[config.mk]
export PLATFORM = sky130hd
export DESIGN_NAME = seq_feeder
export DESIGN_NICKNAME = d
export VERILOG_FILES = /design/src/rtl/sw_pkg.sv /design/src/rtl/seq_addr_gen.sv /design/src/rtl/seq_feeder.sv
export SDC_FILE = /design/constraint.sdc
export NUM_CORES = 1
export LEC_CHECK = 0
export ABC_AREA = 1
export CORE_ASPECT_RATIO = 0.5
export CORE_UTILIZATION = 45
export CTS_CLUSTER_SIZE = 28
export DETAILED_ROUTE_END_ITERATION = 12
export GPL_TIMING_DRIVEN = 0
export PLACE_DENSITY = 0.78
export SYNTH_ARGS = -nofsm -noshare
export SYNTH_HDL_FRONTEND = slang
export SYNTH_SLANG_ARGS = --single-unit
[constraint.sdc]
create_clock -name clk -period 2.2 [get_ports clk]
set_clock_uncertainty 0.1 [all_clocks]
set_input_delay 0.66 -clock clk [delete_from_list [all_inputs] [get_ports clk]]
set_output_delay 0.66 -clock clk [all_outputs]
set_load 0.02 [all_outputs]
[src/rtl/sw_pkg.sv]
// Shared definitions for the Smith-Waterman front end: symbol codes,
// feeder FSM states and datapath widths.
package sw_pkg;

  localparam int ADDR_W  = 13;
  localparam int SCORE_W = 16;
  localparam int LEN_W   = 16;
  localparam int SYM_W   = 3;

  // Code 0 marks an idle cycle on either symbol bus.
  localparam logic [SYM_W-1:0] SYM_NONE = 3'd0;
  localparam logic [SYM_W-1:0] SYM_A    = 3'd1;
  localparam logic [SYM_W-1:0] SYM_C    = 3'd2;
  localparam logic [SYM_W-1:0] SYM_G    = 3'd3;
  localparam logic [SYM_W-1:0] SYM_T    = 3'd4;

  typedef enum logic [2:0] {
    ST_IDLE     = 3'd0,
    ST_CLR      = 3'd1,
    ST_LOAD_S   = 3'd2,
    ST_WAIT_T   = 3'd3,
    ST_LOAD_T   = 3'd4,
    ST_DRAIN    = 3'd5,
    ST_WAIT_RES = 3'd6,
    ST_DONE     = 3'd7
  } state_t;

  // A run is legal when S fits the systolic array and both sequences are non-empty.
  function automatic logic lengths_legal(input logic [LEN_W-1:0] s_len,
                                         input logic [LEN_W-1:0] t_len,
                                         input logic [LEN_W-1:0] n_max);
    return (s_len != '0) && (s_len <= n_max) && (t_len != '0);
  endfunction

endpackage

[src/rtl/seq_addr_gen.sv]
// Sequence address generator: walks base+index for len symbols, one read
// per enabled cycle. Re-based between the S and T passes by pulsing load.
module seq_addr_gen
  import sw_pkg::*;
(
  input  logic              clk,
  input  logic              rst_n,
  input  logic              load,
  input  logic [ADDR_W-1:0] base,
  input  logic [LEN_W-1:0]  len,
  input  logic              gate,
  output logic              ce,
  output logic [ADDR_W-1:0] addr,
  output logic              last
);

  logic              active;
  logic [ADDR_W-1:0] base_q;
  logic [LEN_W-1:0]  len_q;
  logic [LEN_W-1:0]  idx;
  logic [LEN_W-1:0]  last_idx;

  assign last_idx = len_q - LEN_W'(1);
  assign ce       = active && gate;
  // Address wraps at the top of the 8K SRAM; the upper index bits only feed the last compare.
  assign addr     = base_q + idx[ADDR_W-1:0];
  assign last     = active && (idx == last_idx);

  // Load a new base/length, then advance the index on every issued read.
  always_ff @(posedge clk or negedge rst_n) begin
    if (!rst_n) begin
      active <= 1'b0;
      base_q <= '0;
      len_q  <= '0;
      idx    <= '0;
    end else if (load) begin
      active <= 1'b1;
      base_q <= base;
      len_q  <= len;
      idx    <= '0;
    end else if (ce) begin
      if (last) begin
        active <= 1'b0;
      end else begin
        idx <= idx + LEN_W'(1);
      end
    end
  end

endmodule

[src/rtl/seq_feeder.sv]
// Sequence feeder: reads S then T from the sequence SRAM, streams one symbol
// per cycle into the Smith-Waterman core and latches the core's max score.
//
// T handshake: core_t_valid_in_i acts as ready for the T stream. A T read is
// issued only in a cycle where it is high; the symbol from that read lands on
// core_t_o the following cycle regardless of the ready level then, so the core
// must absorb at most one symbol after dropping ready. core_s_o and core_t_o
// carry SYM_NONE in every cycle without a symbol.
module seq_feeder
  import sw_pkg::*;
#(
  parameter int                N      = 50,
  parameter logic [ADDR_W-1:0] S_BASE = 13'd0,
  parameter logic [ADDR_W-1:0] T_BASE = 13'd64
) (
  input  logic               clk,
  input  logic               reset_i,
  input  logic               start_i,
  input  logic [LEN_W-1:0]   s_len_i,
  input  logic [LEN_W-1:0]   t_len_i,
  output logic               mem_ce_o,
  output logic [ADDR_W-1:0]  mem_addr_o,
  input  logic [7:0]         mem_rdata_i,
  output logic               core_clr_o,
  output logic [SYM_W-1:0]   core_s_o,
  output logic [SYM_W-1:0]   core_t_o,
  output logic [LEN_W-1:0]   core_s_len_o,
  output logic [LEN_W-1:0]   core_t_len_o,
  input  logic               core_t_valid_in_i,
  input  logic               core_busy_i,
  input  logic               core_valid_i,
  input  logic [SCORE_W-1:0] core_max_i,
  output logic               busy_o,
  output logic               done_o,
  output logic               err_o,
  output logic [SCORE_W-1:0] score_o,
  output state_t             dbg_state_o
);

  state_t            state;
  logic [LEN_W-1:0]  s_len_q;
  logic [LEN_W-1:0]  t_len_q;
  logic              s_pend;
  logic              t_pend;
  logic              ag_load;
  logic [ADDR_W-1:0] ag_base;
  logic [LEN_W-1:0]  ag_len;
  logic              ag_gate;
  logic              ag_ce;
  logic              ag_last;
  logic              unused_rdata_bits;

  // The generator is armed for S while clearing the core and for T while waiting on the core.
  assign ag_load = (state == ST_CLR) || (state == ST_WAIT_T);
  assign ag_base = (state == ST_CLR) ? S_BASE : T_BASE;
  assign ag_len  = (state == ST_CLR) ? s_len_q : t_len_q;
  assign ag_gate = (state == ST_LOAD_S) || ((state == ST_LOAD_T) && core_t_valid_in_i);

  seq_addr_gen u_addr_gen (
    .clk   (clk),
    .rst_n (reset_i),
    .load  (ag_load),
    .base  (ag_base),
    .len   (ag_len),
    .gate  (ag_gate),
    .ce    (ag_ce),
    .addr  (mem_addr_o),
    .last  (ag_last)
  );

  assign mem_ce_o = ag_ce;

  // SRAM output is already registered; the pending flags steer it onto the right bus for one cycle.
  assign core_s_o          = s_pend ? mem_rdata_i[SYM_W-1:0] : SYM_NONE;
  assign core_t_o          = t_pend ? mem_rdata_i[SYM_W-1:0] : SYM_NONE;
  assign unused_rdata_bits = ^mem_rdata_i[7:SYM_W];

  assign core_s_len_o = s_len_q;
  assign core_t_len_o = t_len_q;
  assign dbg_state_o  = state;

  // Run sequencing with registered control outputs and result capture.
  always_ff @(posedge clk or negedge reset_i) begin
    if (!reset_i) begin
      state      <= ST_IDLE;
      s_len_q    <= '0;
      t_len_q    <= '0;
      s_pend     <= 1'b0;
      t_pend     <= 1'b0;
      core_clr_o <= 1'b0;
      done_o     <= 1'b0;
      err_o      <= 1'b0;
      busy_o     <= 1'b0;
      score_o    <= '0;
    end else begin
      core_clr_o <= 1'b0;
      done_o     <= 1'b0;
      s_pend     <= ag_ce && (state == ST_LOAD_S);
      t_pend     <= ag_ce && (state == ST_LOAD_T);
      case (state)
        ST_IDLE: begin
          if (start_i) begin
            if (lengths_legal(s_len_i, t_len_i, LEN_W'(N))) begin
              s_len_q    <= s_len_i;
              t_len_q    <= t_len_i;
              err_o      <= 1'b0;
              core_clr_o <= 1'b1;
              busy_o     <= 1'b1;
              state      <= ST_CLR;
            end else begin
              err_o <= 1'b1;
            end
          end
        end
        ST_CLR:    state <= ST_LOAD_S;
        ST_LOAD_S: if (ag_ce && ag_last) state <= ST_WAIT_T;
        ST_WAIT_T: if (core_t_valid_in_i) state <= ST_LOAD_T;
        ST_LOAD_T: if (ag_ce && ag_last) state <= ST_DRAIN;
        ST_DRAIN:  state <= ST_WAIT_RES;
        ST_WAIT_RES: begin
          if (core_valid_i && !core_busy_i) begin
            score_o <= core_max_i;
            done_o  <= 1'b1;
            state   <= ST_DONE;
          end
        end
        ST_DONE: begin
          busy_o <= 1'b0;
          state  <= ST_IDLE;
        end
        default: begin
          busy_o <= 1'b0;
          state  <= ST_IDLE;
        end
      endcase
    end
  end

endmodule

# [After elaboration in Yosys (flattened, before gate mapping)]
# Index checks and enable logic that the tools add are counted.
[totals] regBits=103 wordCells=84 output_inout_bits=75
[op_classes] reduce_logical=25 n_addsub=3 mux=26 magnitude_cmp=1 n_eq_ne=15
[op_table] operator="$mux W16" n=4
[op_table] operator="$reduce_bool A16 Y1" n=2
[op_table] operator="$mux W3" n=8
[op_table] operator="$pmux W3 S8" n=1
[op_table] operator="$add A16 B1 Y16 const B" n=1
[op_table] operator="$eq A16 B16 Y1" n=1
[op_table] operator="$le A16 B6 Y1 const B" n=1
[op_table] operator="$sub A16 B1 Y16 const B" n=1
[op_table] operator="$add A13 B13 Y13" n=1
[op_table] operator="$eq A3 B3 Y1 const B" n=4
[op_table] operator="$mux W1" n=11
[op_table] operator="$ne A2 B2 Y1 const B" n=5
[op_table] operator="$logic_and A1 B1 Y1" n=9
[op_table] operator="$reduce_and A2 Y1" n=4
[op_table] operator="$mux W7" n=1
[op_table] operator="$eq A3 B2 Y1 const B" n=2
[op_table] operator="$reduce_and A3 Y1" n=2
[op_table] operator="$reduce_and A6 Y1" n=1
[op_table] operator="$reduce_bool A2 Y1" n=3
[op_table] operator="$ne A2 B1 Y1 const B" n=2
[op_table] operator="$eq A3 B1 Y1 const B" n=1
[op_table] operator="$logic_not A3 Y1" n=1
[op_table] operator="$logic_or A1 B1 Y1" n=2
[op_table] operator="$pmux W1 S2" n=1
[op_table] operator="$logic_not A1 Y1" n=1

# [Depth between registers and ports, before layout]
[logic_depth] ltp_word=7 mapped_depth=17

# [Cells and area by module]
# Synthesis repeated with hierarchy kept, for this count alone.
[hier_totals] hier_cells=775 area_unflattened_um2=6192.2
[by_module_without_submodules] module="seq_addr_gen" instances=1 area_each_um2=3472.1 cells_each=481
[by_module_without_submodules] module="seq_feeder" instances=1 area_each_um2=2720.1 cells_each=294

# [Worst setup path before layout]
# OpenSTA, ideal clock, no wires.
[synth_path] path_kind="register to output" startpoint="register state[0] (netlist: dbg_state_o[0])" endpoint="output mem_ce_o" slack_ps=-418 path_buffers=2 t_required_ps=1440 stages_incl_launch_ff=9 arrival_ps=1858 path_cell_list="dfrtp_1 -> inv_1 -> ha_1 -> inv_1 -> nor2_1 -> o21ai_0 -> a21oi_1 -> buf_2 -> buf_1"
[synth_via] elab_chain_len=4
[synth_rtl] element="start, declared" line_no="seq_feeder.sv:40" rtl="state_t state;"
[synth_rtl] element="start signal, assigned" line_no="seq_feeder.sv:85" rtl="state <= ST_IDLE;"
[synth_rtl] element="start signal, assigned" line_no="seq_feeder.sv:109" rtl="state <= ST_CLR;"
[synth_rtl] element="start signal, assigned" line_no="seq_feeder.sv:115" rtl="ST_CLR: state <= ST_LOAD_S;"
[synth_rtl] element="$eq A3 B3 Y1" line_no="seq_feeder.sv:57" rtl="assign ag_gate = (state == ST_LOAD_S) || ((state == ST_LOAD_T) && core_t_valid_in_i);"
[synth_rtl] element="$logic_and A1 B1 Y1" line_no="seq_feeder.sv:57"
[synth_rtl] element="$logic_or A1 B1 Y1 (*)" line_no="seq_feeder.sv:57"
[synth_rtl] element="$logic_and A1 B1 Y1 (*)" line_no="seq_addr_gen.sv:24" rtl="assign ce = active && gate;"
[synth_rtl] element="end, declared" line_no="seq_feeder.sv:21" rtl="output logic mem_ce_o,"
# Every way passes the cells marked *; elsewhere a longest branch is shown, timed or not.

# [Worst setup path after layout]
# Same ends and word-level chain as after synthesis.

==> results summary <==
The pin slew with the least headroom to its limit is 0.439 ns. After synthesis the netlist holds a flip-flop and latch count of 91. The checks that failed: negative setup slack.

The number of cells on the worst reg-to-reg path came out at 11. The origin of the critical flop-to-flop path is u_addr_gen.len_q[3]. For this run the aggregate overflow at the end of global routing stands at 0. The critical path is of the reg -> out type.

In this run, distinct cell masters in the synthesized netlist total 36. The half-perimeter wire length after placement came out at 11100 um. The top cell types in the final layout, fill and taps aside, are 211 x nand2_1, 98 x clkdlybuf4s50_1, 84 x inv_1.

Cells fill 71.6% of the core in the end. The worst-case hold slack came out at 0.101 ns. The cell area that synthesis handed to floorplanning was 5210 sq um. The synthesized area per cell came out at 7.40 sq um. The number of standard-cell rows in the floorplan came out at 27. The run finished, with violations left. The setup TNS came out at -0.669 ns. The post-synthesis sequential area ratio came out at 43.7%. The largest net degree at the start of global routing came out at 74. The initial cell density of the core is 46.8%.

Counting the buffers created by CTS gives 9. The floorplan die width is 154 um. The number of hold-slack violations in the final timing report is 0. After the last flow step, the layout net total stands at 969. For the worst-skew pair, the clock arrives at the later sink with an insertion delay of 0.35 ns.

The routed wirelength normalized by instance count came out at 15.2 um. The post-synthesis net count came out at 775. The power density over the cells is 901 nW/um^2. The post-synthesis instance total is 705. The first global-routing pass estimated 24900 um of wire. The die covers 12000 sq um.

The period utilization is 109%. STA classifies the critical path endpoint as an output port. The CTS sink count came out at 91. For this run, asynchronously set or reset flops after synthesis account for 100%. The starting DRC count in detailed routing is 362.

STA classifies the critical path startpoint as a flop. The count of synthesis-stage warnings from yosys is 0. The number of design rule violations left after detail routing is 0. The post-route netlist has 24.0% of its cells at a drive strength greater than 1. The residual antenna-violating net count after detailed routing came out at 0. The arrival time at the worst endpoint is 1.64 ns.

The antenna diode instance count came out at 0. The final RePlAce weighted congestion is 0.912. The worst-case setup margin in the final layout is -0.200 ns. The number of top-level pins is 137. After floorplanning, the core was sized to cover 11100 sq um. The post-placement setup slack is -1.02 ns.

Counting flops with a built-in enable in the synthesized netlist gives 0. The relative max-transition margin came out at 70.7%. The shortest clock period the worst path allows after layout came out at 2.40 ns. The sum of routed wire length over all layers came out at 16000 um. The first-pass iteration count of the detailed router came out at 5.

After detailed routing, the number of vias per cell comes to 5.08. The number of antenna violations at the first check in global routing is 0. The worst-path maximum fanout came out at 2.

In this run the worst hold path is classified as in -> async. The most used flip-flop cell after synthesis is dfrtp_1. In this run the number of H-tree levels came out at 3. The total number of vias is 5333. In this run the critical register-to-register path is captured at u_addr_gen.idx[11]. The slack of the worst reg-to-reg path came out at -0.03 ns.

Setup repair after global routing could not meet its margin everywhere. Summed over all cells, the static leakage comes to 4.28 nW. Setup violations remaining at the end of the flow were counted as 16.

The via count of the first global-routing pass is 5078. The leading cell type in the layout, fill and taps excluded is nand2_1. The number of input and output port buffers inserted came out at 131.

The hold-fix buffer count after cts is 0. TritonCTS built the clock tree. The number of pins exceeding their max-slew limit in the final report came out at 0.

The max-cap violation count is 0. In this run the vertical extent of the chip is 78.1 um. Based on the critical path, the design can be clocked at up to 417 MHz.

The overall power after layout came out at 7.19 mW. The area overhead of the layout relative to synthesis came out at 53.0%. The overall track demand over capacity in global routing came out at 26.3%. The data required time of the critical path is 1.44 ns.

The clock passes through at most 2 buffers. After clock tree synthesis, the clock-pin slew on the worst setup and hold paths is 0.07 ns. The peak ir drop on the vdd network came out at 0.000524 V.

The tree is rooted in a clkbuf_16.
-- power by group --
| group | internal [mW] | switching, mW | leakage [nW] |
|---|---|---|---|
| combinational | 1.39 | 2.08 | 2.97 |
| sequential | 1.94 | 0.277 | 1.18 |
| clock | 0.793 | 0.715 | 0.138 |
| total | 4.12 | 3.07 | 4.28 |
-- sequential cells by signal (all words and copies together), names as in the netlist --
name and cells:
score_o 16, done_o 1, core_clr_o 1, err_o 1, t_pend 1, u_addr_gen.len_q 16, core_s_len_o 16, dbg_state_o 3
busy_o 1, u_addr_gen.active 1, core_t_len_o 16, s_pend 1, u_addr_gen.idx 16, u_addr_gen.base_q 1
-- per-layer routing --
layer	up-vias	GRT usage [%]	part of all wire [%]
li1	2614	-	-
met3	19	7.18	7.2
met5	-	0	0
met1	2504	33.0	42
met4	0	7.10	1.2
met2	196	44.8	50
-- synth_stat cells (2+ instances only) --
library cell / n / area share [%]
a21oi_1: 4 / 0.38
ha_1: 8 / 1.9
nand2_4: 3 / 0.65
nand2_2: 2 / 0.24
o211ai_1: 6 / 0.86
nor3_1: 4 / 0.38
buf_2: 8 / 0.77
inv_1: 95 / 6.8
dfrtp_1: 91 / 44
nand3_1: 70 / 6.7
xnor2_1: 10 / 1.7
nor2_2: 4 / 0.48
buf_4: 6 / 0.86
o21ai_0: 19 / 1.8
clkbuf_2: 4 / 0.38
nand2_1: 233 / 17
nand4_1: 20 / 2.4
or2_2: 2 / 0.24
xor2_1: 20 / 3.4
inv_2: 2 / 0.14
clkbuf_1: 11 / 0.79
nor2_4: 2 / 0.43
nor2_1: 55 / 4.0
o221ai_1: 6 / 1.0
nand3b_1: 4 / 0.58
nor4_1: 4 / 0.48
o21ai_1: 3 / 0.29
-- what timing repair did --
| item | 4_1_cts | 5_1_grt |
|---|---|---|
| cloned | 2 | 1 |
| endpoints found under the setup margin | 87 | 82 |
| setup buffers | 21 | 29 |
| pin swaps | 13 | 40 |
| gates resized for setup | 153 | 96 |
-- critical path: stages (launching register included) --
cell	delay (ns)
dfrtp_2	0.41
inv_2	0.08
ha_4	0.15
inv_4	0.04
nor2_4	0.12
o21ai_4	0.09
a21oi_4	0.17
buf_6	0.13
buf_6	0.11
-- through the flow --
step                      instances  instance area [sq um]
after global placement          981                   6730
after floorplan                 705                   5230
after detailed placement        982                   6750
after CTS                      1019                   7410
final                          1049                   7980
after global routing           1049                   7980
-- kinds of logic after synthesis --
kind of cell	count (synthesis)	synth area share, %
buffers and inverters	129	10.2
flip-flops	91	43.7
XOR/XNOR	31	5.50
adder cells (fa/ha/maj)	8	1.92
AO/OA/AOI/OAI	40	4.68
AND/OR/NAND/NOR	406	34.1
-- worst max path at each step --
stage                            startpoint        endpoint  cells past startpoint
after floorplan              dbg_state_o[0]        mem_ce_o                      8
after global routing         dbg_state_o[1]        mem_ce_o                      6
final                        dbg_state_o[0]        mem_ce_o                      8
after global placement              reset_i  dbg_state_o[0]                      1
after detailed placement  core_t_valid_in_i        mem_ce_o                      6
after CTS                    dbg_state_o[0]        mem_ce_o                      8
-- final cells by class --
cell class              instances  area, sq um
flip-flops and latches         91         2290
repair buffers                185         1780
well taps                     145          181
plain buffers                  29          250
fillers                       859         3170
inverters                      98          374
clock inverters                 6         56.3
multi-input cells             485         2820
clock buffers                  10          229
(Power assumes the default switching activity.)
